### config.mk
export PLATFORM = sky130hd
export DESIGN_NAME = mulu256
export DESIGN_NICKNAME = d
export VERILOG_FILES = /design/src/rtl/mulu256.sv
export SDC_FILE = /design/constraint.sdc
export NUM_CORES = 2
export LEC_CHECK = 0
export CAP_MARGIN = 20
export CELL_PAD_IN_SITES_DETAIL_PLACEMENT = 1
export CELL_PAD_IN_SITES_GLOBAL_PLACEMENT = 1
export CORE_UTILIZATION = 40
export DETAILED_ROUTE_END_ITERATION = 8
export PLACE_DENSITY_LB_ADDON = 0.1
export SLEW_MARGIN = 10
export SYNTH_ARGS = -nofsm -noshare
export SYNTH_HDL_FRONTEND = slang
export SYNTH_SLANG_ARGS = --single-unit
### constraint.sdc
create_clock -name clk -period 5.2 [get_ports clk]
set_input_delay 1.3 -clock clk [delete_from_list [all_inputs] [get_ports clk]]
set_output_delay 1.3 -clock clk [all_outputs]
set_load 0.02 [all_outputs]
### src/rtl/mulu256.sv
// Sequential unsigned multiplier: radix-2 shift-add, one multiplier bit per clock, full 2N-bit product.
// Latency: N+1 edges from accepted start to data_rdy (1 edge for a zero operand).
// Backpressure: none; start is accepted only in IDLE/DONE, and the result holds until the next accept or reset.
module mulu256 #(
  parameter int N = 256
) (
  input  logic         clk,
  input  logic         rst,
  input  logic         start,
  input  logic [N-1:0] mcand,
  input  logic [N-1:0] mplier,
  output logic [N-1:0] prod_hi,
  output logic [N-1:0] prod_lo,
  output logic         zero,
  output logic [2:0]   state,
  output logic         data_rdy
);

  localparam int CW = $clog2(N) + 1;

  typedef enum logic [2:0] {
    IDLE = 3'd0,
    CALC = 3'd1,
    DONE = 3'd2
  } state_t;

  state_t           state_q, state_d;
  logic [N-1:0]     m_q, m_d;
  logic [2*N:0]     acc_q, acc_d;      // {carry, hi, lo}
  logic [CW-1:0]    cnt_q, cnt_d;
  logic [N-1:0]     prod_hi_q, prod_hi_d;
  logic [N-1:0]     prod_lo_q, prod_lo_d;
  logic             zero_q, zero_d;
  logic             data_rdy_q, data_rdy_d;

  logic [N:0]       add_sum;
  logic [N:0]       step_hi;
  logic [2*N:0]     acc_shift;

  // Next-state and datapath: one conditional add of m into the upper half, then a right shift.
  always_comb begin
    state_d    = state_q;
    m_d        = m_q;
    acc_d      = acc_q;
    cnt_d      = cnt_q;
    prod_hi_d  = prod_hi_q;
    prod_lo_d  = prod_lo_q;
    zero_d     = zero_q;
    data_rdy_d = data_rdy_q;

    add_sum   = {1'b0, acc_q[2*N-1:N]} + {1'b0, m_q};
    step_hi   = acc_q[0] ? add_sum : acc_q[2*N:N];
    // Post-add carry lands in the MSB of hi; the freed top bit is zero.
    acc_shift = {1'b0, step_hi, acc_q[N-1:1]};

    case (state_q)
      IDLE, DONE: begin
        if (start) begin
          if ((mcand == '0) || (mplier == '0)) begin
            // Zero operand: result is known immediately, skip the iteration.
            prod_hi_d  = '0;
            prod_lo_d  = '0;
            zero_d     = 1'b1;
            data_rdy_d = 1'b1;
            state_d    = DONE;
          end else begin
            m_d        = mcand;
            acc_d      = {1'b0, {N{1'b0}}, mplier};
            cnt_d      = CW'(N);
            zero_d     = 1'b0;
            data_rdy_d = 1'b0;
            prod_hi_d  = '0;
            prod_lo_d  = '0;
            state_d    = CALC;
          end
        end
      end
      CALC: begin
        acc_d = acc_shift;
        cnt_d = cnt_q - CW'(1);
        if (cnt_q == CW'(1)) begin
          // Last multiplier bit: publish the shifted value directly.
          prod_hi_d  = acc_shift[2*N-1:N];
          prod_lo_d  = acc_shift[N-1:0];
          data_rdy_d = 1'b1;
          state_d    = DONE;
        end
      end
      default: begin
        state_d = IDLE;
      end
    endcase
  end

  // State and datapath registers with synchronous reset taking priority over everything.
  always_ff @(posedge clk) begin
    if (rst) begin
      state_q    <= IDLE;
      m_q        <= '0;
      acc_q      <= '0;
      cnt_q      <= '0;
      prod_hi_q  <= '0;
      prod_lo_q  <= '0;
      zero_q     <= 1'b0;
      data_rdy_q <= 1'b0;
    end else begin
      state_q    <= state_d;
      m_q        <= m_d;
      acc_q      <= acc_d;
      cnt_q      <= cnt_d;
      prod_hi_q  <= prod_hi_d;
      prod_lo_q  <= prod_lo_d;
      zero_q     <= zero_d;
      data_rdy_q <= data_rdy_d;
    end
  end

  assign prod_hi  = prod_hi_q;
  assign prod_lo  = prod_lo_q;
  assign zero     = zero_q;
  assign state    = state_q;
  assign data_rdy = data_rdy_q;

endmodule

==> summary by stage <==
Outcome
The flow ran to the end, but the final reports show violations. The final reports fail on setup timing.

Worst hold path
The path class of the tightest hold or removal check is reg -> reg. Along the worst hold path, the cell count comes to 2. In this run the most critical hold path is launched from prod_hi[183]. The worst-case hold path end point is prod_hi[183].

Critical path
Of all nets on the critical path, the largest fanout is 74. The worst flop-to-flop path startpoint is acc_q[272]. The kind of end point of the critical path is a register. The data required time at the worst endpoint is 5820 ps. The category of cells accounting for the largest share of critical-path delay is simple AND/OR/NAND/NOR gates. The slowest stage of the critical path belongs to the cell nor4_1.

The classification of the worst setup path is in -> reg. The kind of start point of the critical path is a primary input. The reg-to-reg critical path endpoint is prod_hi[228]. The worst register-to-register path has a depth of 20. The critical path goes through clkdlybuf4s50_1 -> nor4_1 -> nand4_1 -> nor4_1 -> nand4_1 -> nand2_1 -> nor2_4 -> buf_12 -> buf_12 -> nand2_1 -> a21oi_1.

On the worst path, the slowest cell contributes a delay of 890 ps. Counting both buffers and inverters, the worst setup path holds a total of 3. The data arrival time of the critical path is between 5000 and 6000 ps. The launch point of the critical path is mcand[203].

The worst reg-to-reg setup slack is ~160 ps.

Die
The overall die area is between 150000 and 200000 µm². The floorplan core area is 170000 µm². Measured along the y axis, the die boundary spans 417 µm. The starting utilization of the core area is 40.5%. For this design the top-level I/O count stands at 1032. The number of placement rows is 151. The floorplan step set the die width to approximately 420 µm.

GRT
The met1 layer usage reported by global route is 47.2%. The wire length of the first global-routing pass is about 520 mm. The most used routing layer is met2. The via count of the first global-routing pass is 78700. The overall global routing resource usage is 39.7%. The met3 track demand over resource is 7.19%. Entering global routing, the biggest net connects 200 pins. Global routing used 65.1% of the available met2 tracks. The overall overflow remaining after global route is 0.

The number of antenna violations at the first check in global routing is 34.

STA
Setup repair after global routing left no endpoint under its margin. Timing would allow up to 0.192 GHz. Once routing completed, OpenROAD measured the worst setup slack at -16.8 ps.

The smallest clock period supported by the final layout is computed as 5220 ps. The tightest hold path in the finished design has a slack of 452 ps. The final count of pins violating max slew was 0.

The setup skew after layout is 62.2 ps. The transition time at the pin with the least slew margin is 1220 ps. After routing, the total negative slack on setup checks comes to -16.8 ps. Setup violations remaining at the end of the flow were counted as 1. The number of hold violations in the final report is 0. The worst relative slew slack is 18.4%. The post-route fraction of the period consumed by the critical path is 100%.

Routing
The violation count after the first detailed-routing iteration is 6517. The number of vias after detailed routing is 77400. Dividing the detail-routed wire length by the instance count gives 28.7 µm. The remaining antenna violation count is 0. The final layout contains routed wiring with a total length of 362 mm. The residual DRC count is 0. Before antenna repair, the detailed router went through 8 iterations. The mean number of vias per cell is 6.15.

Synthesis
By count the netlist is led by 1815 x nand2_1, 1605 x a21oi_1, 1293 x dfxtp_1. Among all cell types in the netlist, the one instantiated most often is nand2_1. The average cell area after synthesis is 7.47 µm². The top cell type by area accounts for a little under two fifths of the synthesized area. The total of flip-flops plus latches after synthesis is 1293. The area of the mapped netlist is 68900 µm². The number of different library cells used by synthesis comes to 96.

The post-synthesis net count is 10000. The commonest register cell after synthesis is dfxtp_1. Ranked by total cell area, the synthesized netlist is headed by dfxtp_1 38%, a21oi_1 12%, nand2_1 9.9%, ha_1 4.7%, a22oi_1 3.5%.

During synthesis, Yosys emitted a total of 0 warnings. Counting flops with a built-in enable in the synthesized netlist gives 0. Of the synthesized area, sequential elements account for 37.6%. In the synthesized netlist the async set-or-reset flop fraction comes to 0%. The cell count after synthesis came out at between 9000 and 10000. The top cell type by total area after synthesis is dfxtp_1.

Finish
The core occupancy in the finished layout is 52.0%. The finished layout holds 12600 standard cells, fillers aside. In the final layout, the share of cells above drive strength 1 is 7.49%. The synthesis-to-finish area growth is 28.5%. The final layout contains approximately 11000 nets.

Clock network
The number of H-tree levels is 4. The number of hold buffers added after CTS is 0. The number of buffers inserted by post-CTS setup repair is 0. The post-cts resize count is 0. After clock tree synthesis, the clock-pin slew on the worst setup and hold paths is 60 ps. The total CTS buffers is 146. The maximum root-to-sink buffer count is 3. Clock tree synthesis selected as its root buffer the cell clkbuf_16. At the later pin of the worst-skew pair, clock insertion delay measures 830 ps. Counting every sink on the clock net gives 1293. The TritonCTS clock tree is yes.

Power and ir drop
In this run, flip-flops and latches consume 42.6% of the power. Net switching is between 20 and 30% of the power. The power dissipated by switching net loads is 7.23 mW. The static leakage power is 31.4 nW.

In this run the power density over the cells is 281 nW/µm². The internal portion of the total power is 17.7 mW. The part of the power in combinational logic is 13.9%. Per report_power, the clock group accounts for 43.5% of the total.

The peak ir drop on the vdd network is 0.000273 V.

Placement
The final HPWL from detailed placement is 279 mm. The port buffer count is 1030. The number of placed instances with taps included is 12300. Routability-driven placement finished with a final weighted congestion of 1.05.

Flow run
The max-cap check violation count is 0.
metal layers:
layer	part of all wire [%]	up-vias
met5	0.065	-
met4	7.7	36
met3	6.7	924
met2	46	3064
met1	39	38500
li1	-	34800
placed cells by master (no fill, tap or decap), types with 26 or more instances in the layout:
cell type and count:
xor2_1 84, nor2_1 632, o21a_1 59, a21oi_1 1605, buf_4 385, clkdlybuf4s50_1 1029, buf_12 51, o21bai_1 99
a31oi_1 44, mux2i_1 130, o31ai_1 27, a22oi_1 322, clkbuf_1 31, nand2_1 1812, dfxtp_1 1292, o21ai_0 370
and3_1 36, inv_1 93, ha_1 258, o22ai_1 26, clkbuf_8 30, nand3_1 327, clkbuf_16 148, xnor2_1 164
nor3_1 106, nand4_1 213, a211oi_1 67, nor4_1 163, a21o_1 129, o21ai_1 85
power groups by stage:
stage / Clock, mW / Sequential, mW / Combinational (mW)
finish: 10.8 / 10.6 / 3.46
detailed placement: 0 / 10.8 / 3.38
floorplan: 0 / 10.7 / 1.72
global route: 11.3 / 10.6 / 3.65
CTS: 10.9 / 10.6 / 3.41
global placement: 0 / 10.8 / 3.30
through the flow:
step,setup slack (ps),area [µm²],power [mW]
6_report,-16.8,88500,24.9
5_1_grt,30.8,88500,25.6
4_1_cts,34.2,88400,24.9
3_5_place_dp,-619,83500,14.2
3_3_place_gp,-1470,83500,14.1
2_1_floorplan,1470,68900,12.4
state kept, by name, summed over array words and instances, names as in the netlist:
name,cells
acc_q,512
m_q,256
prod_hi,256
prod_lo,256
cnt_q,9
state,2
data_rdy,1
zero,1
layout make-up:
cell class                 instances  area, µm²
timing repair buffer            1469      14300
clock inverter                    51        714
fill                           20600      81700
clock buffer                     209       4230
sequential                      1293      25900
tap                             2295       2870
multi-input combinational       7163      40200
antenna                           16       40.0
inverter                          94        353
kinds of logic (layout without fill, tap and decap cells):
kind of cell | after synthesis | after routing | share of synthesized area (%)
xor gates and xnor gates | 248 | 248 | 3.15
adders and majority gates | 259 | 259 | 4.71
AOI/OAI and AO/OA | 3062 | 3062 | 26.3
muxes | 145 | 145 | 2.13
buffers and inverters | 772 | 1823 | 4.38
and+or+nand+nor | 3448 | 3448 | 21.7
DFF | 1293 | 1293 | 37.6
other | 1 | 17 | 0.00544
worst max-delay path by stage:
| stage | endpoint | slack (ps) | depth (start not counted) |
|---|---|---|---|
| final | m_q[13] | -20 | 11 |
| after global routing | prod_hi[228] | 30 | 20 |
| after floorplan | acc_q[509] | 1470 | 16 |
| after CTS | prod_hi[244] | 30 | 19 |
| after global placement | m_q[20] | -1470 | 11 |
| after detailed placement | m_q[20] | -620 | 11 |
worst min-delay path: stages, from the launching register on:
cell	delay [ps]
dfxtp_1	320
nand2_1	40
o21ai_0	50
Note: power is estimated with default switching activity, not from simulation.
